File: src/rtl/led_pkg.sv
// Shared 7-segment table for the LED scan encoder/decoder pair.
// Segment codes are active-low (bit set = segment dark), bit order g,f,e,d,c,b,a.
package led_pkg;

  localparam int SEG_A_BIT  = 0;
  localparam int SEG_B_BIT  = 1;
  localparam int SEG_C_BIT  = 2;
  localparam int SEG_D_BIT  = 3;
  localparam int SEG_E_BIT  = 4;
  localparam int SEG_F_BIT  = 5;
  localparam int SEG_G_BIT  = 6;
  localparam int SEG_DP_BIT = 7;

  localparam logic [6:0] SEG_0     = 7'h40;
  localparam logic [6:0] SEG_1     = 7'h79;
  localparam logic [6:0] SEG_2     = 7'h24;
  localparam logic [6:0] SEG_3     = 7'h30;
  localparam logic [6:0] SEG_4     = 7'h19;
  localparam logic [6:0] SEG_5     = 7'h12;
  localparam logic [6:0] SEG_6     = 7'h02;
  localparam logic [6:0] SEG_7     = 7'h78;
  localparam logic [6:0] SEG_8     = 7'h00;
  localparam logic [6:0] SEG_9     = 7'h10;
  localparam logic [6:0] SEG_A     = 7'h08;
  localparam logic [6:0] SEG_B     = 7'h03;
  localparam logic [6:0] SEG_C     = 7'h46;
  localparam logic [6:0] SEG_D     = 7'h21;
  localparam logic [6:0] SEG_E     = 7'h06;
  localparam logic [6:0] SEG_F     = 7'h0E;
  localparam logic [6:0] SEG_BLANK = 7'h7F;

endpackage

File: src/rtl/led_seg_decode.sv
// Combinational 7-segment pattern classifier: legal hex glyph, blank, or neither.
module led_seg_decode
  import led_pkg::*;
(
  input  logic [6:0] seg,
  output logic       legal,
  output logic       blank,
  output logic [3:0] hex
);

  // Map an active-low glyph back to its hex value
  always_comb begin
    legal = 1'b1;
    blank = 1'b0;
    hex   = 4'h0;
    case (seg)
      SEG_0:     hex = 4'h0;
      SEG_1:     hex = 4'h1;
      SEG_2:     hex = 4'h2;
      SEG_3:     hex = 4'h3;
      SEG_4:     hex = 4'h4;
      SEG_5:     hex = 4'h5;
      SEG_6:     hex = 4'h6;
      SEG_7:     hex = 4'h7;
      SEG_8:     hex = 4'h8;
      SEG_9:     hex = 4'h9;
      SEG_A:     hex = 4'hA;
      SEG_B:     hex = 4'hB;
      SEG_C:     hex = 4'hC;
      SEG_D:     hex = 4'hD;
      SEG_E:     hex = 4'hE;
      SEG_F:     hex = 4'hF;
      SEG_BLANK: begin
        legal = 1'b0;
        blank = 1'b1;
      end
      default: begin
        legal = 1'b0;
        blank = 1'b0;
      end
    endcase
  end

endmodule

File: src/rtl/led_scan_decoder.sv
// Monitors a multiplexed active-low 7-segment bus and recovers the digit, decimal
// point and validity of every scanned position, with a per-position staleness timeout.
module led_scan_decoder
  import led_pkg::*;
#(
  parameter int NUM_DIGITS     = 8,
  parameter int STABLE_CYCLES  = 4,
  parameter int TIMEOUT_CYCLES = 65536
) (
  input  logic                          clk,
  input  logic                          rst_n,
  input  logic [NUM_DIGITS-1:0]         an_n,
  input  logic [7:0]                    seg_n,
  output logic [4*NUM_DIGITS-1:0]       digits,
  output logic [NUM_DIGITS-1:0]         valid,
  output logic [NUM_DIGITS-1:0]         dp,
  output logic [NUM_DIGITS-1:0]         err,
  output logic                          update,
  output logic [$clog2(NUM_DIGITS)-1:0] update_idx
);

  localparam int IDX_W = $clog2(NUM_DIGITS);
  localparam int RUN_W = $clog2(STABLE_CYCLES + 1);
  localparam int TO_W  = $clog2(TIMEOUT_CYCLES + 1);
  localparam logic [RUN_W-1:0] RUN_MAX = RUN_W'(STABLE_CYCLES);
  localparam logic [TO_W-1:0]  TO_MAX  = TO_W'(TIMEOUT_CYCLES);

  logic [NUM_DIGITS-1:0]            an_s1_r, an_s2_r;
  logic [7:0]                       seg_s1_r, seg_s2_r;
  logic [RUN_W-1:0]                 run_cnt_r, run_nxt_s;
  logic                             committed_r;
  logic                             same_s, qualify_s, commit_s;
  logic [NUM_DIGITS-1:0]            an_act_s;
  logic [IDX_W-1:0]                 idx_s;
  logic                             legal_s, blank_s;
  logic [3:0]                       hex_s;
  logic [NUM_DIGITS-1:0][TO_W-1:0]  to_cnt_r, to_nxt_s;
  logic [NUM_DIGITS-1:0]            hit_s, expire_s;
  logic [4*NUM_DIGITS-1:0]          digits_r;
  logic [NUM_DIGITS-1:0]            valid_r, dp_r, err_r;
  logic                             update_r;
  logic [IDX_W-1:0]                 update_idx_r;

  led_seg_decode u_seg_decode (
    .seg   (seg_s2_r[6:0]),
    .legal (legal_s),
    .blank (blank_s),
    .hex   (hex_s)
  );

  // Stability run length, anode qualification and commit decision
  always_comb begin
    same_s = (an_s1_r == an_s2_r) && (seg_s1_r == seg_s2_r);
    if (!same_s) begin
      run_nxt_s = RUN_W'(1);
    end else if (run_cnt_r == RUN_MAX) begin
      run_nxt_s = RUN_MAX;
    end else begin
      run_nxt_s = run_cnt_r + RUN_W'(1);
    end
    an_act_s  = ~an_s2_r;
    qualify_s = (an_act_s != {NUM_DIGITS{1'b0}}) &&
                ((an_act_s & (an_act_s - {{(NUM_DIGITS-1){1'b0}}, 1'b1})) == {NUM_DIGITS{1'b0}});
    idx_s = {IDX_W{1'b0}};
    for (int i = 0; i < NUM_DIGITS; i++) begin
      idx_s = idx_s | ({IDX_W{an_act_s[i]}} & IDX_W'(i));
    end
    commit_s = (run_nxt_s == RUN_MAX) && !committed_r && qualify_s;
  end

  // Per-position staleness counters; a commit restarts its position's count
  always_comb begin
    for (int i = 0; i < NUM_DIGITS; i++) begin
      hit_s[i] = commit_s && (idx_s == IDX_W'(i));
      if (hit_s[i]) begin
        to_nxt_s[i] = {TO_W{1'b0}};
      end else if (to_cnt_r[i] == TO_MAX) begin
        to_nxt_s[i] = TO_MAX;
      end else begin
        to_nxt_s[i] = to_cnt_r[i] + TO_W'(1);
      end
      expire_s[i] = (to_nxt_s[i] == TO_MAX);
    end
  end

  // Synchronisers, run tracking and the update strobe
  always_ff @(posedge clk or negedge rst_n) begin
    if (!rst_n) begin
      an_s1_r      <= {NUM_DIGITS{1'b0}};
      an_s2_r      <= {NUM_DIGITS{1'b0}};
      seg_s1_r     <= 8'h00;
      seg_s2_r     <= 8'h00;
      run_cnt_r    <= {RUN_W{1'b0}};
      committed_r  <= 1'b0;
      update_r     <= 1'b0;
      update_idx_r <= {IDX_W{1'b0}};
    end else begin
      an_s1_r      <= an_n;
      an_s2_r      <= an_s1_r;
      seg_s1_r     <= seg_n;
      seg_s2_r     <= seg_s1_r;
      run_cnt_r    <= run_nxt_s;
      committed_r  <= same_s && (committed_r || commit_s);
      update_r     <= commit_s;
      update_idx_r <= commit_s ? idx_s : update_idx_r;
    end
  end

  // Per-position result registers; a commit takes precedence over expiry
  always_ff @(posedge clk or negedge rst_n) begin
    if (!rst_n) begin
      to_cnt_r <= '0;
      digits_r <= {(4*NUM_DIGITS){1'b0}};
      valid_r  <= {NUM_DIGITS{1'b0}};
      dp_r     <= {NUM_DIGITS{1'b0}};
      err_r    <= {NUM_DIGITS{1'b0}};
    end else begin
      to_cnt_r <= to_nxt_s;
      for (int i = 0; i < NUM_DIGITS; i++) begin
        if (hit_s[i]) begin
          dp_r[i]    <= ~seg_s2_r[SEG_DP_BIT];
          valid_r[i] <= legal_s;
          err_r[i]   <= !legal_s && !blank_s;
          if (legal_s) begin
            digits_r[4*i +: 4] <= hex_s;
          end
        end else if (expire_s[i]) begin
          valid_r[i] <= 1'b0;
          dp_r[i]    <= 1'b0;
        end
      end
    end
  end

  assign digits     = digits_r;
  assign valid      = valid_r;
  assign dp         = dp_r;
  assign err        = err_r;
  assign update     = update_r;
  assign update_idx = update_idx_r;

endmodule

File: config.mk
export PLATFORM = sky130hd
export DESIGN_NAME = led_scan_decoder
export DESIGN_NICKNAME = d
export VERILOG_FILES = /design/src/rtl/led_pkg.sv /design/src/rtl/led_seg_decode.sv /design/src/rtl/led_scan_decoder.sv
export SDC_FILE = /design/constraint.sdc
export NUM_CORES = 1
export LEC_CHECK = 0
export BUFFER_PORTS_ARGS = -buffer_cell sky130_fd_sc_hd__buf_2
export CORE_ASPECT_RATIO = 1.5
export CORE_MARGIN = 8
export CORE_UTILIZATION = 55
export CTS_CLUSTER_SIZE = 30
export DETAILED_ROUTE_END_ITERATION = 12
export GPL_TIMING_DRIVEN = 0
export HOLD_SLACK_MARGIN = 0.1
export PLACE_DENSITY = 0.76
export SLEW_MARGIN = 10
export SYNTH_ARGS = -nofsm -noshare
export SYNTH_HDL_FRONTEND = slang
export SYNTH_SLANG_ARGS = --single-unit
File: constraint.sdc
create_clock -name clk -period 2.7 [get_ports clk]
set_input_delay 0.27 -clock clk [delete_from_list [all_inputs] [get_ports clk]]
set_output_delay 0.27 -clock clk [all_outputs]
set_load 0.02 [all_outputs]
======== Yosys cells after proc, flatten, opt, wreduce, memory -nomap -nowiden ========
Cells that the tools add are included.
cells by class
  bitwise logic cells ..................... 9
  eq/ne operators ......................... 43
  reductions and logical operators ........ 39
  mux-type cells .......................... 45
  $add $sub $neg .......................... 10
operators with widths
  cell                     count
  $eq A17 B17 Y1 const B   16
  $mux W17                 16
  $add A17 B1 Y17 const B  8
  $pmux W4 S15             1
  $eq A7 B7 Y1 const B     5
  $mux W1                  26
  $eq A7 B5 Y1 const B     3
  $eq A7 B6 Y1 const B     3
  $eq A3 B3 Y1 const B     6
  $eq A8 B8 Y1             2
  $reduce_and A2 Y1        8
  $reduce_bool A2 Y1       8
  $reduce_or A16 Y1        1
  $eq A7 B2 Y1 const B     2
  $eq A7 B4 Y1 const B     2
  $logic_and A1 B1 Y1      14
  $or A3 B3 Y3             3
  $and A8 B8 Y8            1
  $logic_not A8 Y1         1
  $not A8 Y8               1
  $reduce_bool A8 Y1       1
  $sub A8 B1 Y8 const B    1
  $eq A7 B3 Y1 const B     1
  $logic_not A7 Y1         1
  other kinds (11)         15
word-level totals
  word-level logic and storage cells ...... 194
  input port bits ......................... 18
  flip-flop bits (word level) ............. 232
  output and inout port bits .............. 60

======== Logic depth before layout (Yosys ltp) ========
  depth after elaboration ................. 13
  depth in mapped cells ................... 11
  depth with buffers taken out ............ 10

======== Hierarchy ========
A second synthesis with hierarchy kept.
unflattened totals
  cells, all modules ...................... 1303
  area, all modules ....................... 12570.8 um^2
by module, submodules not included
  module            times used  area an instance (um^2)  cells each  seq. area each (um^2)
  led_scan_decoder  1           12231.7                  1247        5805.6
  led_seg_decode    1           339.1                    56          0.0

======== Least setup slack after synthesis ========
OpenSTA, ideal clock, no wires.
  kind .................................... reg-to-reg
  start point ............................. reg to_cnt_r[17] in the netlist's numbering
  end point ............................... reg dp_r[1] (netlist: dp[1])
  required time ........................... 2.568 ns
  path buffers ............................ 0
  period minus slack after synthesis ...... 2.771 ns
  cell stages (with the launch flop) ...... 9
  setup slack ............................. -0.071 ns
  arrival ................................. 2.638 ns
  setup time .............................. 0.132 ns
  cell sequence ........................... dfrtp_1 ha_1 nand2_1 or4b_1 mux2_2 a2bb2oi_1 or4_1 a2111oi_2 nor2_1
between the ends
  word-level cells in the longest chain between the ends .. 5
  elaborated cells between the ends (all ways) .. 6
  classes of those cells .................. add/sub (1); eq/ne (2); mux (2); reduce/logical (1)
ends and longest elaborated chain
  what                                               line                                            source
  start: declaration                                 led_scan_decoder.sv:37                          logic [NUM_DIGITS-1:0][TO_W-1:0] to_cnt_r, to_nxt_s;
  start signal: assignment                           led_scan_decoder.sv:118                         to_cnt_r <= to_nxt_s;
  $add A17 B1 Y17 or $eq A17 B17 Y1 (tied branches)  led_scan_decoder.sv:80, led_scan_decoder.sv:77
  $mux W17 (*)                                       led_scan_decoder.sv:77                          end else if (to_cnt_r[i] == TO_MAX) begin
  $mux W17 (*)                                       led_scan_decoder.sv:75                          if (hit_s[i]) begin
  $eq A17 B17 Y1 (*)                                 led_scan_decoder.sv:82                          expire_s[i] = (to_nxt_s[i] == TO_MAX);
  $reduce_bool A2 Y1 (no source line) (*)            -
  end signal: assignment                             led_scan_decoder.sv:115                         dp_r <= {NUM_DIGITS{1'b0}};
  end signal: indexed assignment                     led_scan_decoder.sv:121                         dp_r[i] <= ~seg_s2_r[SEG_DP_BIT];
  end: declaration                                   led_scan_decoder.sv:40                          logic [NUM_DIGITS-1:0] valid_r, dp_r, err_r;
Every way passes the cells marked *; elsewhere a longest branch is shown, timed or not.
A chain may end at the register's enable or synchronous reset.

======== Worst setup path after layout ========
  start point ............................. reg to_cnt_r[18] in the netlist's numbering
  end point ............................... reg valid_r[1] (netlist: valid[1])
between the ends
  word-level cells in the longest chain between the ends .. 5
  elaborated cells between the ends (all ways) .. 6
  classes of those cells .................. add/sub (1); eq/ne (2); mux (2); reduce/logical (1)
ends and longest elaborated chain
  what                                               line                                            source
  $add A17 B1 Y17 or $eq A17 B17 Y1 (tied branches)  led_scan_decoder.sv:80, led_scan_decoder.sv:77
  $mux W17 (*)                                       led_scan_decoder.sv:77
  $mux W17 (*)                                       led_scan_decoder.sv:75
  $eq A17 B17 Y1 (*)                                 led_scan_decoder.sv:82
  $reduce_bool A2 Y1 (no source line) (*)            -
  end signal: assignment                             led_scan_decoder.sv:114                         valid_r <= {NUM_DIGITS{1'b0}};
  end signal: indexed assignment                     led_scan_decoder.sv:122                         valid_r[i] <= legal_s;
  end: declaration                                   led_scan_decoder.sv:40
Marks and branches as above.

==> flow_metrics.py <==
metrics = {
    "floorplanning": {
        "rows": 66,
        "initial_core_util": 0.559,
        "die_area_um2": 27200,
        "ios": 78,
        "die_x_um": 137,
        "die_h_um": 198,
        "coreArea_um2": 21700,
    },
    "synthesis": {
        "ys_seq_elements": 232,
        "synth_area_per_cell_um2": 9.60,
        "synthMuxAreaShare": 0.0452,
        "syn_nets": 1300,
        "synth_adder_area_share": 0.0194,
        "synth_compound_area_frac": 0.0631,
        "synth-simple-area-share": 0.252,
        "synth_cell_type_count": 71,
        "yosysSeqAreaShare": 0.478,
        "ys_async_sr_fraction": 1.00,
        "synth_edf_count": 0,
        "ys.flop_type": "dfrtp_1",
        "synth_xor_area_frac": 0.111,
        "synthCells": 1264,
        "netlist_area_um2": 12100,
        "ys_warn_count": 0,
        "synth_top_family_by_area": "simple AND/OR/NAND/NOR gates",
    },
    "clock_tree": {
        "clockRootBuffer": "clkbuf_16",
        "clkTransAtPathRegs_ns": 0.06,
        "htree_levels": 1,
        "clockBufferDepth": 3,
        "cts_made_buffers": 23,
        "cts_tree": "done",
        "clk-insertion-delay-late_ns": 0.51,
        "clock-sinks": 232,
    },
    "cells_and_area": {
        "layout-drive-gt1-share": 0.188,
        "fillers": 1709,
        "multiInputGateArea_um2": 6340,
        "finalNetCount": 1434,
        "final-seq-area_um2": 5810,
        "area_growth_pct": 19.3,
        "antenna_cells": 0,
        "final_common_cell": "dfrtp_1",
        "layout_common_cells": "dfrtp_1 (228), nor2_1 (208), xnor2_1 (88), nand2_1 (86), buf_2 (81)",
        "final_util": 0.667,
    },
    "timing": {
        "setup_violations": 0,
        "min_period_ns": 2.62,
        "maxSlewViolCount": 0,
        "maxSlewHeadroom": 0.192,
        "fmax_mhz": 381,
        "hold_viol": 0,
        "period_share": 0.971,
        "tightest_slew_ns": 1.21,
        "fin_skew_ns": 0.0106,
    },
    "routing": {
        "drt-pass1-iter-count": 5,
        "drc_errors": 0,
        "drtIter0Drc": 662,
        "avgViaCountPerCell": 5.81,
        "wl_mm": 28.6,
        "wl_per_cell_um": 17.0,
        "postRouteAntennaNets": 0,
        "vias": 9789,
    },
    "critical_path": {
        "path_class": "register to register",
        "crit_path_top_delay_cell": "or4b_1",
        "startpoint_type": "register",
        "required_ns": 3.08,
        "max_stage_delay_ns": 0.55,
        "crit_family": "simple AND/OR/NAND/NOR gates",
        "path_buf_inv": 0,
        "path_cells": "ha_4 > nand2_4 > or4b_1 > mux2_4 > a2bb2oi_2 > or4_4 > a2111oi_4 > a21oi_1",
        "arrival_ns": 3.00,
        "cp-end-kind": "register",
        "path_max_fanout": 5,
    },
    "global_route": {
        "grt_start_max_net_pins": 103,
        "grt_pass1_wl_mm": 47.3,
        "antenna_found_initial": 0,
        "grt_pass1_vias": 9796,
        "grt_use_total": 0.212,
        "overflow": 0,
    },
    "job": {
        "maxCapViolCount": 0,
    },
    "power_and_ir_drop": {
        "p_total_mw": 7.27,
        "leakagePower_nw": 6.54,
        "vdd_drop_max_mv": 0.485,
        "p_per_area_nw_per_um2": 502,
    },
    "placed_design": {
        "place_hpwl_mm": 19.9,
        "io_buffer_count": 77,
        "gp_congestion": 0.932,
    },
    "status": {
        "outcome": "finished clean",
    },
    "worst_hold_path": {
        "hold_class": "input pin to async pin",
    },
}
==> cell type report <==
class	instances	area share
clock buffer	26	0.0412
timing repair buffer	122	0.0566
multi-input combinational	939	0.438
buffer	39	0.0131
inverter	41	0.0106
sequential	232	0.401
clock inverter	13	0.0156
tap	272	0.0235
==> power breakdown <==
group          switching (mW)  leakage [nW]  internal [mW]
logic                   0.159          3.10         0.0843
registers              0.0267          3.04           3.50
clock network            1.34         0.402           2.16
total                    1.52          6.54           5.75
==> worst register-to-register path: cells and delay by family (launching register included) <==
kind	cells	cell delay, ns
adders and majority gates	1	0.17
DFF	1	0.41
and+or+nand+nor	3	1.06
AOI/OAI and AO/OA	3	0.59
muxes	1	0.28
==> kinds of logic (layout without fill, tap and decap cells) <==
kind of cell               count (synthesis)  after routing
adders and majority gates                 19             19
and+or+nand+nor                          600            600
DFF                                      232            232
buffers and inverters                     93            241
AOI/OAI and AO/OA                        116            116
xor gates and xnor gates                 154            154
muxes                                     50             50
==> repair_timing <==
action | in CTS | in global routing
endpoints found under the hold margin | 84 | 0
setup endpoints to repair | 159 | 162
resized for setup | 37 | 51
pin swaps | 9 | 12
hold buffers | 17 | 0
buffers inserted | 9 | 15
==> sequential cells by signal, summed over array words and instances (netlist names) <==
signal       count
to_cnt_r       136
digits          32
an_s1_r          8
an_s2_r          8
dp               8
err              8
seg_s1_r         8
seg_s2_r         8
valid            8
run_cnt_r        3
update_idx       3
committed_r      1
update           1
==> cell usage after synthesis, drive strengths merged, types with 11 or more instances <==
master / n / area share
inv: 41 / 0.013
ha: 18 / 0.019
xnor2: 88 / 0.064
mux2: 38 / 0.035
clkbuf: 40 / 0.012
and2: 11 / 0.0057
a21oi: 27 / 0.011
nor2: 213 / 0.066
or3: 11 / 0.0057
nand4: 51 / 0.027
xor2: 66 / 0.048
nor4: 34 / 0.021
mux2i: 12 / 0.0099
and3: 23 / 0.012
o21ai: 28 / 0.012
dfrtp: 232 / 0.48
buf: 12 / 0.0056
nor3: 40 / 0.018
nor4b: 14 / 0.010
nand3: 59 / 0.025
nand2: 91 / 0.028
and4: 11 / 0.0079
==> per-stage QoR <==
step	setup slack (ns)	area, µm²	std cells	hold WS (ns)	setup TNS, ns
after global placement	-2.59	12900	1613	0.379	-650.37
after detailed placement	-0.608	13000	1617	0.261	-39.48
after global routing	-0.0122	14500	1684	0.344	-0.0469
after floorplan	0.00746	12100	1264	-0.0256	0
after CTS	-0.110	14200	1679	0.316	-0.188
final	0.0770	14500	1684	0.296	0
==> layer usage <==
layer | wire [µm] | global-route usage | up-vias
met1 | 11400 | 0.246 | 4767
li1 | - | - | 4687
met2 | 14700 | 0.383 | 267
met5 | 0 | 0 | -
met3 | 1430 | 0.0279 | 68
met4 | 957 | 0.0816 | 0
==> path summary, 6_finish.rpt <==
path                                         from                      to  slack, ns  cells after the start
max in group asynchronous                   rst_n  to_cnt_r[25]$_DFF_PN0_       1.54                      3
hold reg to reg             seg_s1_r[1]$_DFF_PN0_   seg_s2_r[1]$_DFF_PN0_       0.39                      0
min in group clk            seg_s1_r[1]$_DFF_PN0_   seg_s2_r[1]$_DFF_PN0_       0.39                      0
setup / recovery           to_cnt_r[18]$_DFF_PN0_    valid[1]$_DFFE_PN0P_       0.08                      8
hold / removal                              rst_n  to_cnt_r[68]$_DFF_PN0_       0.30                      2
setup reg to reg           to_cnt_r[18]$_DFF_PN0_    valid[1]$_DFFE_PN0P_       0.08                      8
(Power assumes the default switching activity.)
